$ cat src/rtl/irq_gen_if.sv
// Interrupt handshake between the coalescing generator and the PCIe core cfg port.
interface irq_gen_if;
  logic       cfg_interrupt_n;
  logic       cfg_interrupt_rdy_n;
  logic [7:0] cfg_interrupt_di;
  logic       cfg_interrupt_assert_n;

  modport master (
    output cfg_interrupt_n,
    output cfg_interrupt_di,
    output cfg_interrupt_assert_n,
    input  cfg_interrupt_rdy_n
  );

  modport slave (
    input  cfg_interrupt_n,
    input  cfg_interrupt_di,
    input  cfg_interrupt_assert_n,
    output cfg_interrupt_rdy_n
  );
endinterface

$ cat src/rtl/irq_gen.sv
// MSI interrupt coalescer: counts DMA completion events and raises one interrupt
// per timer window or event-threshold burst, holding the request until acknowledged.
module irq_gen #(
  parameter int unsigned COAL_CYCLES = 250,
  parameter int unsigned COAL_EVENTS = 16
) (
  input  logic        trn_clk,
  input  logic        reset_n,
  input  logic        interrupts_enabled,
  input  logic        irq_event,
  irq_gen_if.master   cfg,
  output logic [15:0] pending,
  output logic [31:0] irq_count
);

  localparam logic [15:0] TIMER_LOAD = 16'(COAL_CYCLES - 1);
  localparam logic [15:0] EVENT_THR  = 16'(COAL_EVENTS);

  typedef enum logic [3:0] {
    IDLE    = 4'b0001,
    TIMING  = 4'b0010,
    REQ     = 4'b0100,
    HOLDOFF = 4'b1000
  } state_e;

  state_e      state_q, state_d;
  logic [15:0] timer_q, timer_d;
  logic [15:0] pending_q, pending_d;
  logic [31:0] irq_count_q, irq_count_d;
  logic        cfg_int_n_q, cfg_int_n_d;

  function automatic logic [15:0] sat_inc16(input logic [15:0] v);
    if (v == 16'hFFFF) begin
      return v;
    end else begin
      return v + 16'd1;
    end
  endfunction

  // State, timer, counters and the registered request line.
  always_ff @(posedge trn_clk or negedge reset_n) begin
    if (!reset_n) begin
      state_q     <= IDLE;
      timer_q     <= 16'd0;
      pending_q   <= 16'd0;
      irq_count_q <= 32'd0;
      cfg_int_n_q <= 1'b1;
    end else begin
      state_q     <= state_d;
      timer_q     <= timer_d;
      pending_q   <= pending_d;
      irq_count_q <= irq_count_d;
      cfg_int_n_q <= cfg_int_n_d;
    end
  end

  // Next-state and counter update; events are counted in every state.
  always_comb begin
    state_d     = state_q;
    timer_d     = timer_q;
    irq_count_d = irq_count_q;
    pending_d   = irq_event ? sat_inc16(pending_q) : pending_q;

    case (state_q)
      IDLE: begin
        if (interrupts_enabled && (pending_q != 16'd0)) begin
          state_d = TIMING;
          timer_d = TIMER_LOAD;
        end else begin
          state_d = IDLE;
        end
      end
      TIMING: begin
        if (!interrupts_enabled) begin
          state_d = IDLE;
          timer_d = 16'd0;
        end else if ((timer_q == 16'd0) || (pending_q >= EVENT_THR)) begin
          state_d = REQ;
          timer_d = 16'd0;
        end else begin
          timer_d = timer_q - 16'd1;
        end
      end
      REQ: begin
        // Ack covers everything counted so far; only a same-edge event survives.
        if (!cfg.cfg_interrupt_rdy_n) begin
          state_d     = HOLDOFF;
          irq_count_d = irq_count_q + 32'd1;
          pending_d   = {15'd0, irq_event};
        end else begin
          state_d = REQ;
        end
      end
      HOLDOFF: begin
        state_d = IDLE;
      end
      default: begin
        state_d = IDLE;
        timer_d = 16'd0;
      end
    endcase

    cfg_int_n_d = (state_d != REQ);
  end

  assign cfg.cfg_interrupt_n        = cfg_int_n_q;
  assign cfg.cfg_interrupt_di       = 8'h00;
  assign cfg.cfg_interrupt_assert_n = 1'b1;
  assign pending                    = pending_q;
  assign irq_count                  = irq_count_q;

endmodule

$ cat src/flat_wrapper.sv
// flat-port wrapper written by rule: the top's interface ports become plain ports
module irq_gen_flat 
#(
  parameter int unsigned COAL_CYCLES = 250,
  parameter int unsigned COAL_EVENTS = 16
)
  (trn_clk, reset_n, interrupts_enabled, irq_event, pending, irq_count, cfg_cfg_interrupt_n, cfg_cfg_interrupt_di, cfg_cfg_interrupt_assert_n, cfg_cfg_interrupt_rdy_n);
  irq_gen_if cfg_i ();
  input  logic trn_clk;
  input  logic reset_n;
  input  logic interrupts_enabled;
  input  logic irq_event;
  output logic [15:0] pending;
  output logic [31:0] irq_count;
  output wire logic [$bits(cfg_i.cfg_interrupt_n)-1:0] cfg_cfg_interrupt_n;
  output wire logic [$bits(cfg_i.cfg_interrupt_di)-1:0] cfg_cfg_interrupt_di;
  output wire logic [$bits(cfg_i.cfg_interrupt_assert_n)-1:0] cfg_cfg_interrupt_assert_n;
  input wire logic [$bits(cfg_i.cfg_interrupt_rdy_n)-1:0] cfg_cfg_interrupt_rdy_n;
  assign cfg_cfg_interrupt_n = cfg_i.cfg_interrupt_n;
  assign cfg_cfg_interrupt_di = cfg_i.cfg_interrupt_di;
  assign cfg_cfg_interrupt_assert_n = cfg_i.cfg_interrupt_assert_n;
  assign cfg_i.cfg_interrupt_rdy_n = cfg_cfg_interrupt_rdy_n;
  irq_gen #(.COAL_CYCLES(COAL_CYCLES), .COAL_EVENTS(COAL_EVENTS)) u_core (.trn_clk(trn_clk), .reset_n(reset_n), .interrupts_enabled(interrupts_enabled), .irq_event(irq_event), .cfg(cfg_i), .pending(pending), .irq_count(irq_count));
endmodule
$ cat config.mk
export PLATFORM = sky130hd
export DESIGN_NAME = irq_gen_flat
export DESIGN_NICKNAME = d
export VERILOG_FILES = /design/src/rtl/irq_gen_if.sv /design/src/rtl/irq_gen.sv /design/src/flat_wrapper.sv
export SDC_FILE = /design/constraint.sdc
export NUM_CORES = 1
export LEC_CHECK = 0
export BUFFER_PORTS_ARGS = -buffer_cell sky130_fd_sc_hd__buf_2
export CORE_ASPECT_RATIO = 1.5
export CORE_MARGIN = 8
export CORE_UTILIZATION = 30
export CTS_CLUSTER_DIAMETER = 40
export DETAILED_ROUTE_END_ITERATION = 16
export PLACE_DENSITY = 0.56
export SLEW_MARGIN = 20
export SYNTH_ARGS = -nofsm -noshare
export SYNTH_HDL_FRONTEND = slang
export SYNTH_SLANG_ARGS = --single-unit
$ cat constraint.sdc
create_clock -name trn_clk -period 3.6 [get_ports trn_clk]
set_input_delay 0.36 -clock trn_clk [delete_from_list [all_inputs] [get_ports trn_clk]]
set_output_delay 0.36 -clock trn_clk [all_outputs]
set_load 0.02 [all_outputs]
## After elaboration in Yosys (flattened, before gate mapping)

Cells that the tools add are included.

| storage, ports and cells | value |
|---|---|
| register bits after elaboration | 69 |
| input port bits | 5 |
| logic and storage cells | 38 |

| operators by class | value |
|---|---|
| add/subtract/negate cells | 3 |
| magnitude comparators | 1 |
| equal/unequal tests | 7 |
| muxes and demuxes | 13 |
| bitwise gates (word level) | 2 |
| reduce and logical (&&, ||, !) cells | 7 |

Operators by type and width:

| operator | count |
|---|---|
| $mux 16 | 7 |
| $pmux 16 s3 | 1 |
| $add 32x1->32 const B | 1 |
| $add 16x1->16 const B | 1 |
| $eq 16x16->1 const B | 1 |
| $ge 16x5->1 const B | 1 |
| $logic_not 16->1 | 1 |
| $reduce_bool 16->1 | 1 |
| $sub 16x1->16 const B | 1 |
| $mux 4 | 3 |
| $pmux 4 s3 | 1 |
| $eq 4x1->1 const B | 1 |
| $eq 4x2->1 const B | 1 |
| $eq 4x3->1 const B | 1 |
| $eq 4x4->1 const B | 1 |
| $ne 4x3->1 const B | 1 |
| $reduce_and 2->1 | 2 |
| $mux 2 | 1 |
| $ne 2x1->1 const B | 1 |
| $not 1->1 | 2 |
| $reduce_or 2->1 | 1 |
| $logic_and 1x1->1 | 1 |
| $logic_or 1x1->1 | 1 |

## Longest topological paths before layout

| depth | value |
|---|---|
| depth in word-level cells | 6 |
| mapped depth | 9 |

## Worst setup path before layout

OpenSTA, ideal clock, no wires.

| path | value |
|---|---|
| kind | reg2reg |
| start point | register u_core.timer_q[0] |
| end point | register u_core.timer_q[4] |
| arrival time | 2.312 ns |
| data required time | 3.482 ns |
| setup slack | 1.170 ns |
| stages on the path, launching flop included | 10 |
| period minus slack after synthesis | 2.430 ns |
| path through | dfrtp_1 > inv_1 > ha_1 > or4b_2 > clkbuf_1 > nor4_4 > a211o_1 > buf_2 > o21ai_0 > a21o_1 |

| on the way | value |
|---|---|
| longest elaborated chain between the ends | 5 |
| elaborated cells between the ends (all ways) | 6 |
| classes of those cells | add/sub: 1; mux: 3; reduce/logical: 2 |

Ends and longest elaborated chain:

| item | line | RTL |
|---|---|---|
| from (decl) | irq_gen.sv:27 | `logic [15:0] timer_q, timer_d;` |
| from (signal assigned) | irq_gen.sv:50 | `timer_q <= timer_d;` |
| parallel branches: the longest is 2 deep, another holds $sub 16x1->16 | -- |  |
| $mux 16 (*) | irq_gen.sv:77 | `end else if ((timer_q == 16'd0) \|\| (pending_q >= EVENT_THR)) begin` |
| $mux 16 (*) | irq_gen.sv:74 | `if (!interrupts_enabled) begin` |
| $pmux 16 s3 (*) | irq_gen.sv:64 | `case (state_q)` |

Every way passes the cells marked *.
A chain may end at the register's enable or synchronous reset.

## Final worst setup path

| path | value |
|---|---|
| start point | register u_core.timer_q[0] |
| end point | register u_core.timer_q[9] |

Same word-level chain as after synthesis.

==> impl_metrics.csv <==
group,metric,value,unit
power,p_total,2.550,mW
worst_setup_path,crit_fanout,12,
worst_setup_path,startpoint_type,"flip-flop",
clock_tree,cts_sinks,69,
placement,preCtsSetupSlack,846.3,ps
synthesis,netlist_area,3585,um2
grt,use_met3,4.009,%
synthesis,synth_adder_area_share,1.396,%
grt,antenna_found_initial,0,
power,power.density,594.8,nW/um2
cells_and_area,num-fill-cells,1196,
placement,placement.io_buffers,53,
synthesis,ys_seq_area_share,48.24,%
routing,vias,2922,
clock_tree,cts_resized,0,
timing,timing.fmax,0.3637,GHz
synthesis,yosys.area.top_type_share,46.77,%
synthesis,netlist-cell-type-count,53,
timing,skew,8.088,ps
synthesis,synth_compound_area_share,11.62,%
routing,route.detailed.drc,0,
power,irDropWorstVdd,0.2930,mV
timing,maxSlewHeadroom,39.25,%
synthesis,muxShareOfSynthArea,1.187,%
clock_tree,cts_tree,"built",
synthesis,syn_avg_cell_area,9.768,um2
run,cap_violations,0,
timing,min_period_over_period,76.37,%
synthesis,synthesis.instances,367,
cells_and_area,syn_to_final_growth,19.58,%
timing,setup_viol,0,
power,leakage,1.958,nW
clock_tree,numCtsBuffers,9,
grt,grt.total_usage,11.30,%
routing,dr.pass1.iters,4,
placement,dp_hpwl,6401,um
cells_and_area,fin_util,36.23,%
synthesis,synth_top_area_cell,"dfrtp_1",
routing,ant_nets,0,
grt,grt_max_degree,27,
worst_setup_path,endpoint_kind,"flip-flop",
cells_and_area,diodes,0,
clock_tree,clockBufferDepth,2,
clock_tree,cts_hold_buf,0,
worst_setup_path,critPathKind,"flip-flop to flip-flop",
clock_tree,htreeDepth,3,
die,die_h,149.9,um
die,core_area,11830,um2
timing,rsz0062_at_grt,"false",
grt,grt_overflow,0,
worst_setup_path,worstPathArrival,2960,ps
timing,setup_ws,850.7,ps
clock_tree,clk_pin_slew,60,ps
timing,hold_viol,0,
routing,vias_per_cell,5.047,
die,rows,49,
cells_and_area,layout-drive-gt1-share,19.95,%
synthesis,synth_top_family_by_area,"simple AND/OR/NAND/NOR gates",
routing,routedWlPerCell,14.84,um
grt,grt_pass1_vias,2997,
clock_tree,post_cts_buffers,0,
synthesis,synthFlopType,"dfrtp_1",
synthesis,yosys-top-cells-area,"dfrtp_1, xnor2_1, xor2_1, nor2_1, nand3_1",
grt,grt_util_met2,19.74,%
hold_path,hold_class,"input pin to asynchronous set/reset pin",
worst_setup_path,critPathRequiredTime,3820,ps
routing,drt_iter0_markers,126,
synthesis,synth_edf_count,0,
timing,tightest_slew,907.3,ps
timing,fin_hold_ws,44.53,ps
outcome,status,"finished, final reports clean",
die,dieWidth,105.3,um
timing,drv_slew,0,
synthesis,ys_async_sr_fraction,100.0,%
synthesis,synth_warnings,0,
synthesis,ys_ff_latch,69,
placement,place.gp.congestion,0.8179,
die,dieArea,15770,um2
synthesis,yosys.area_share.xor_xnor,9.773,%
die,initial_core_util,30.30,%
timing,period_minus_slack,2749,ps
grt,met1_usage,12.19,%
clock_tree,cts-root-buf,"clkbuf_16",
grt,grt_first_pass_wirelength,14430,um
synthesis,synthSimpleGateAreaFrac,23.32,%
timing,fin_tns_setup,0,ps
grt,grt.busiest_layer,"met2",
routing,routed_wl,8591,um
cells_and_area,nNetsFinal,430,
die,io_pins,63,
clock_tree,worst_skew_pair.late_latency,330,ps
critical path, stage by stage (launching register included):
cell and delay, ps:
dfrtp_1 390, inv_1 80, ha_1 190, or4b_2 710, nor4_4 430, a211o_1 390
o21ai_0 140, mux2_2 300
cells by family (layout without fill, tap and decap cells):
kind of cell	Yosys count	after routing
xor gates and xnor gates	40	40
muxes	4	4
other	2	9
DFF	69	69
buffers and inverters	31	83
AOI/OAI and AO/OA	66	66
and+or+nand+nor	151	151
adders and majority gates	4	4
cell usage after synthesis (3+ instances only):
library cell	instances
buf_4	9
and4_1	4
nand4_1	11
xnor2_1	26
nand2_1	25
nor3_1	11
o22ai_1	4
and3_1	8
o2bb2ai_1	4
nand3_1	21
nor3b_1	3
a31oi_1	9
dfrtp_1	67
or2_2	3
a211oi_1	4
nor4_1	9
nor2_1	29
ha_1	4
inv_1	11
o21ai_0	15
nand2b_1	5
clkbuf_1	8
or3_1	5
o211ai_1	4
and2_1	3
xor2_1	14
a21oi_1	16
sequential cells by signal, summed over array words and instances, names as in the netlist:
register / cells
u_core.pending: 16
u_core.cfg.cfg_interrupt_n: 1
u_core.state_q: 4
u_core.irq_count: 32
u_core.timer_q: 16
layer usage:
| metal | wire length (um) | share of wire [%] |
|---|---|---|
| met3 | 455 | 5.3 |
| met1 | 3543 | 41 |
| met2 | 4479 | 52 |
| met4 | 113 | 1.3 |
| met5 | 0 | 0 |
power breakdown:
group	total [mW]	internal (mW)	switching (mW)
clock	0.896	0.558	0.338
sequential	1.03	0.887	0.143
combinational	0.623	0.230	0.393
total	2.55	1.67	0.875
layout by cell type, fill, tap and decap left out, drive strengths merged, types with 12 or more instances in the layout:
| cell | Yosys | layout |
|---|---|---|
| xor2 | 14 | 14 |
| a21oi | 16 | 16 |
| nand3 | 21 | 21 |
| nor3 | 12 | 12 |
| o21ai | 15 | 15 |
| nand2 | 25 | 25 |
| xnor2 | 26 | 26 |
| dfrtp | 67 | 67 |
| nor2 | 29 | 29 |
| buf | 12 | 56 |
| inv | 11 | 12 |
path summary, 6_finish.rpt:
| kind | from | end | slack (ps) | cells past startpoint |
|---|---|---|---|---|
| min reg2reg | u_core.irq_count[31] | u_core.irq_count[31] | 470 | 1 |
| min in group trn_clk | irq_event | u_core.pending[0] | 400 | 2 |
| max in group asynchronous | reset_n | u_core.cfg.cfg_interrupt_n | 2750 | 2 |
| min | reset_n | u_core.irq_count[1] | 40 | 1 |
| max reg2reg | u_core.timer_q[0] | u_core.timer_q[9] | 850 | 7 |
| max | u_core.timer_q[0] | u_core.timer_q[9] | 850 | 7 |
final cells by class:
type	count	area (um2)	share of cell area (%)
timing repair buffer	56	287.8	6.713
inverter	11	41.29	0.9632
multi-input combinational	274	1734	40.46
clock buffer	11	242.7	5.663
tap	153	191.4	4.466
sequential	69	1729	40.34
clock inverter	5	60.06	1.401
through the flow:
step	instances	instance area, um2
4_1_cts	579	4287
5_1_grt	579	4287
3_3_place_gp	563	3979
6_report	579	4287
3_5_place_dp	563	3984
2_1_floorplan	374	3611
(Power assumes the default switching activity.)
